<file path="config.mk">
export PLATFORM = sky130hd
export DESIGN_NAME = rr_arbiter_param
export DESIGN_NICKNAME = d
export VERILOG_FILES = /design/src/rtl/rr_arbiter_param.sv
export SDC_FILE = /design/constraint.sdc
export NUM_CORES = 1
export LEC_CHECK = 0
export ABC_CLOCK_PERIOD_IN_PS = 2750
export CELL_PAD_IN_SITES_DETAIL_PLACEMENT = 1
export CELL_PAD_IN_SITES_GLOBAL_PLACEMENT = 1
export CORE_AREA = 2 2 39 41
export CTS_CLUSTER_DIAMETER = 50
export DETAILED_ROUTE_END_ITERATION = 12
export DIE_AREA = 0 0 41 43
export DONT_BUFFER_PORTS = 1
export PLACE_DENSITY_LB_ADDON = 0.25
export SETUP_SLACK_MARGIN = 0.2
export SYNTH_ARGS = -nofsm -noshare
export SYNTH_HDL_FRONTEND = slang
export SYNTH_SLANG_ARGS = --single-unit
</file>
<file path="constraint.sdc">
create_clock -name clk -period 2.75 [get_ports clk]
set_input_delay 0.55 -clock clk [delete_from_list [all_inputs] [get_ports clk]]
set_output_delay 0.55 -clock clk [all_outputs]
set_load 0.02 [all_outputs]
</file>
<file path="src/rtl/rr_arbiter_param.sv">
// N-way round-robin arbiter with grant hold and bounded tenure.
// Registered one-hot and encoded grant, plus a pulse on forced rotation.
//
// Ports:
//   clk       in  1    clock, all state changes on posedge
//   rst       in  1    synchronous active-high reset
//   req       in  N    request vector, bit i = master i wants the bus
//   gnt       out N    one-hot grant, zero when idle
//   gnt_id    out IDW  encoded grant index, zero when idle
//   gnt_valid out 1    grant present
//   preempt   out 1    current grant came from a tenure-limit rotation
module rr_arbiter_param #(
  parameter int N        = 4,
  parameter int MAX_HOLD = 0,
  parameter int IDW      = $clog2(N),
  parameter int CW       = (MAX_HOLD > 0) ? $clog2(MAX_HOLD + 1) : 1
) (
  input  logic           clk,
  input  logic           rst,
  input  logic [N-1:0]   req,
  output logic [N-1:0]   gnt,
  output logic [IDW-1:0] gnt_id,
  output logic           gnt_valid,
  output logic           preempt
);

  localparam bit HOLD_EN = (MAX_HOLD > 0);
  localparam logic [CW-1:0] LIMIT =
    HOLD_EN ? CW'(MAX_HOLD - 1) : '0;

  logic [N-1:0]   gnt_q, gnt_d;
  logic [IDW-1:0] id_q, id_d;
  logic [IDW-1:0] last_q, last_d;
  logic [CW-1:0]  hold_q, hold_d;
  logic           valid_q, valid_d;
  logic           pre_q, pre_d;

  logic           owner_req;
  logic           waiting;
  logic           rotate;
  logic           keep;
  logic           found;
  logic [N-1:0]   elig;
  logic [IDW-1:0] win;
  logic [IDW:0]   sum;
  logic [IDW-1:0] idx;

  always_comb begin
    owner_req = valid_q && req[id_q];
    waiting   = |(req & ~gnt_q);
    rotate    = HOLD_EN && owner_req
                && (hold_q == LIMIT) && waiting;
    keep      = owner_req && !rotate;
    // a rotated-out owner may not win straight back
    elig      = rotate ? (req & ~gnt_q) : req;

    found = 1'b0;
    win   = '0;
    sum   = '0;
    idx   = '0;
    // scan last+1 .. last+N, wrapping mod N
    for (int k = 1; k <= N; k++) begin
      sum = {1'b0, last_q} + (IDW+1)'(k);
      if (sum >= (IDW+1)'(N))
        sum = sum - (IDW+1)'(N);
      idx = sum[IDW-1:0];
      if (!found && elig[idx]) begin
        found = 1'b1;
        win   = idx;
      end
    end

    gnt_d   = '0;
    id_d    = '0;
    valid_d = 1'b0;
    pre_d   = 1'b0;
    last_d  = last_q;
    hold_d  = '0;

    if (keep) begin
      gnt_d   = gnt_q;
      id_d    = id_q;
      valid_d = 1'b1;
      if (HOLD_EN && hold_q != LIMIT)
        hold_d = hold_q + CW'(1);
      else
        hold_d = hold_q;
    end else if (found) begin
      gnt_d   = N'(1) << win;
      id_d    = win;
      valid_d = 1'b1;
      last_d  = win;
      pre_d   = rotate;
    end
  end

  always_ff @(posedge clk) begin
    if (rst) begin
      gnt_q   <= '0;
      id_q    <= '0;
      valid_q <= 1'b0;
      pre_q   <= 1'b0;
      last_q  <= IDW'(N - 1);
      hold_q  <= '0;
    end else begin
      gnt_q   <= gnt_d;
      id_q    <= id_d;
      valid_q <= valid_d;
      pre_q   <= pre_d;
      last_q  <= last_d;
      hold_q  <= hold_d;
    end
  end

  assign gnt       = gnt_q;
  assign gnt_id    = id_q;
  assign gnt_valid = valid_q;
  assign preempt   = pre_q;

endmodule
</file>
==> Word-level counts from Yosys, hierarchy flattened <==
Cells that the tools add are included.
{ "word_totals": {"ff_bits": 9, "input_bits": 6, "wordCells": 57} }
{ "classes": {"addsub": 8, "magnitude_cmp": 9, "n_shift": 1, "mux": 26, "bitwise": 1, "n_reduce_logical": 8} }
{ "op_table": {"columns": ["operator", "n"], "rows": [
  ["two-way mux 2 bit", 9],
  ["less-than comparator 2 x 3 -> 1 bit, second input constant", 5],
  ["greater-or-equal comparator 3 bit, second input constant", 4],
  ["two-way mux 1 bit", 11],
  ["binary-select mux 1 bit (select 2 bit)", 5],
  ["subtractor 2 x 1 -> 2 bit, second input constant", 4],
  ["adder 2 x 2 -> 3 bit, second input constant", 2],
  ["logical AND 1 bit", 4],
  ["two-way mux 4 bit", 1],
  ["left shift 1 x 2 -> 4 bit, first input constant", 1],
  ["adder 2 x 1 -> 3 bit, second input constant", 1],
  ["adder 2 x 3 -> 3 bit, second input constant", 1],
  ["zero test 1 bit", 3],
  ["AND reduction 2 bit", 1],
  ["inverter 1 bit", 1]
]} }

==> Depth between registers and ports, before layout <==
{ "logic_depth": {"word_depth": 17, "ltp_mapped": 5, "mapped_depth_nobuf": 5} }

==> Worst setup path after synthesis <==
OpenSTA, ideal clock, no wires.
{ "synth_path": {"path_kind": "register to register", "startpoint": "register id_q[1] (netlist: gnt_id[1])", "endpoint": "register last_q[0]", "setup_ns": 0.120, "t_arrival_ns": 1.451, "required_time_ns": 2.630, "slack_ns": 1.179, "path_stages_with_launch": 5, "n_path_buf": 0, "period_less_slack_ns": 1.571, "cell_sequence": "dfxtp_1 mux2i_1 o22ai_2 or2_1 a211o_1"} }
{ "synth_via": {"elab_chain_len": 5} }
{ "synth_lines": {"columns": ["item", "line_no", "rtl"], "rows": [
  ["start: declaration", "32", "logic [IDW-1:0] id_q, id_d;"],
  ["start signal: assignment", "107", "id_q <= id_d;"],
  ["binary-select mux 1 bit (select 2 bit)", "49", "owner_req = valid_q && req[id_q];"],
  ["two-way mux 1 bit (not written as such)", "49", null],
  ["logical AND 1 bit", "49", null],
  ["inverter 1 bit (no source line)", null, null],
  ["AND reduction 2 bit (no source line)", null, null],
  ["end signal: assignment", "103", "last_q <= IDW'(N - 1);"],
  ["end signal: assignment", "110", "last_q <= last_d;"],
  ["end: declaration", "33", "logic [IDW-1:0] last_q, last_d;"]
]} }
Every way passes these cells. The select of a mux whose other input is x is not followed.
A chain may end at the register's enable or synchronous reset.

==> Worst setup path after layout <==
Ends and elaborated chain as after synthesis.

==> metrics.yaml <==
status: "completed"
grt_usage_pct: 13.2
wl_um: 929
drtIter0Drc: 2
vias: 377
switching_share_pct: 30.4
clkPwrFrac_pct: 28.8
instances_no_fill: 70
setup_viol: 0
nets: 61
insertion_delay_ns: 0.25
clkTransAtPathRegs_ns: 0.06
grt_pass1_wl_um: 1550
synth_ff_type: "dfxtp_1"
dp_hpwl_um: 723
die_h_um: 43
cts_buffer_depth: 2
tritoncts: "yes"
power_frac_comb_pct: 19.7
io_buffers: 0
numCtsBuffers: 3
power.leakage_uw: 0.000183
crit_chain: "mux2i_1 -> o22ai_2 -> or2_1 -> a211o_1"
n_antenna_cell: 0
relSlewSlack_pct: 66.3
syn-cell-area_um2: 448
die_w_um: 41
cp_max_fo: 10
slowest_stage: "dfxtp_1"
antenna_found_initial: 0
ys_seq_area_share_pct: 40.2
root_buffer: "clkbuf_4"
path_class: "reg2reg"
ys.warnings.count: 0
io_pins: 14
area_growth_pct: 7.82
coreArea_mm2: 0.00138
h-tree-depth: 1
cp-start-kind: "register"
period_share_pct: 61.7
skew_ns: 0.00385
fmax_mhz: 589
crit_path_end_kind: "register"
synthCells: 52
initial_core_util_pct: 32.4
fin_util_pct: 34.9
max_stage_delay_ns: 0.51
ys_types: 22
avgSynthCellArea_um2: 8.61
final_cell_mix: "9 x nor2_1, 9 x dfxtp_1, 4 x nand2b_1"
clock_sinks: 9
max-vdd-ir-drop_uv: 296
p_seq_share_pct: 51.5
crit_required_ns: 2.89
finalHoldViolCount: 0
drtAntennaViolNets: 0
p_per_area_mw_per_mm2: 698
hold_path.class: "in2reg"
grt_setup_unrepaired: "false"
design_power_total_uw: 337
finalMaxSlewViolations: 0
p_sw_uw: 103
p_int_uw: 235
dieArea_mm2: 0.00176
wire_per_inst_um: 13.3
cpLargestDelayFamily: "flip-flops"
cp.arrival_ns: 1.84
synth-edff-count: 0
row_count: 14
postCtsSetupRepairBufs: 0
synth_nets: 58
placedCellCount: 66
grt_max_degree: 11
tns_ns: 0
cap_violations: 0
ys_ff_latch: 9
tightest_slew_ns: 0.501
async_flop_share_pct: 0
min_period_ns: 1.70
path_buf_inv: 0
hold_buffers: 0
overflow: 0
viasPerCell: 5.39
drc: 0
place_congestion: 0.778
cts_resized: 0
grt_pass1_vias: 383
first_pass_iters: 2
drive_above_1_share_pct: 7.41
[final cells by class]
class                      count  area (um^2)
multi-input combinational     41          256
fill                         176          901
tap                           16         20.0
sequential                     9          180
clock buffer                   4         26.3
[path summary, 6_finish.rpt]
kind,cells past startpoint,from,end,slack (ns)
setup / recovery,4,gnt_id[1]$_SDFFE_PP0N_,last_q[0]$_SDFFE_PP1P_,1.05
hold / removal,1,rst,gnt[1]$_SDFFE_PP0N_,0.36
setup reg to reg,4,gnt_id[1]$_SDFFE_PP0N_,last_q[0]$_SDFFE_PP1P_,1.05
hold reg to reg,1,last_q[0]$_SDFFE_PP1P_,last_q[0]$_SDFFE_PP1P_,0.52
[power by group through the flow]
stage          Combinational, uW  Clock [uW]  Sequential (uW)
6_report                    66.4        97.2              174
5_1_grt                     75.8         111              177
4_1_cts                     67.8         103              174
3_5_place_dp                67.5           0              177
3_3_place_gp                66.7           0              177
2_1_floorplan               59.6           0              173
[per-stage QoR]
stage	hold WS (ns)	setup WS [ns]	cell area, um^2
after floorplan	0.474	1.18	448
after global placement	0.524	1.06	457
after detailed placement	0.515	1.04	457
after CTS	0.345	1.03	483
after global routing	0.339	0.930	483
final	0.358	1.05	483
[per-layer routing]
layer	part of all wire (%)	vias to the layer above	routed length (um)	global-route usage [%]
li1	-	190	-	-
met1	47	179	432	14.4
met2	48	8	448	20.6
met3	5.1	0	47	9.42
met4	0	0	0	2.00
met5	0	-	0	0
[synth_stat cells (2+ instances only)]
cell type / n / area [um^2]
a211o_1: 2 / 17.5
a21oi_1: 3 / 15.0
a22oi_1: 2 / 15.0
dfxtp_1: 9 / 180
mux2i_1: 3 / 30.0
nand2_1: 3 / 11.3
nand2b_1: 4 / 25.0
nand3b_1: 3 / 22.5
nor2_1: 9 / 33.8
o22a_1: 2 / 17.5
[kinds of logic after synthesis]
kind of cell | count (synthesis) | synth area share (%)
simple gates | 22 | 24.9
compound gates | 15 | 24.9
flops | 9 | 40.2
mux | 3 | 6.70
buf+inv | 2 | 2.51
other cells | 1 | 0.837
[state kept, by name, summed over array words and instances, names as in the netlist]
| name | cells |
|---|---|
| gnt | 4 |
| gnt_id | 2 |
| last_q | 2 |
| gnt_valid | 1 |
[worst register-to-register path, stage by stage, from the launching register on]
cell and delay (ns):
dfxtp_1 0.51, mux2i_1 0.31, o22ai_2 0.19, or2_1 0.29
a211o_1 0.29
(Power assumes the default switching activity.)
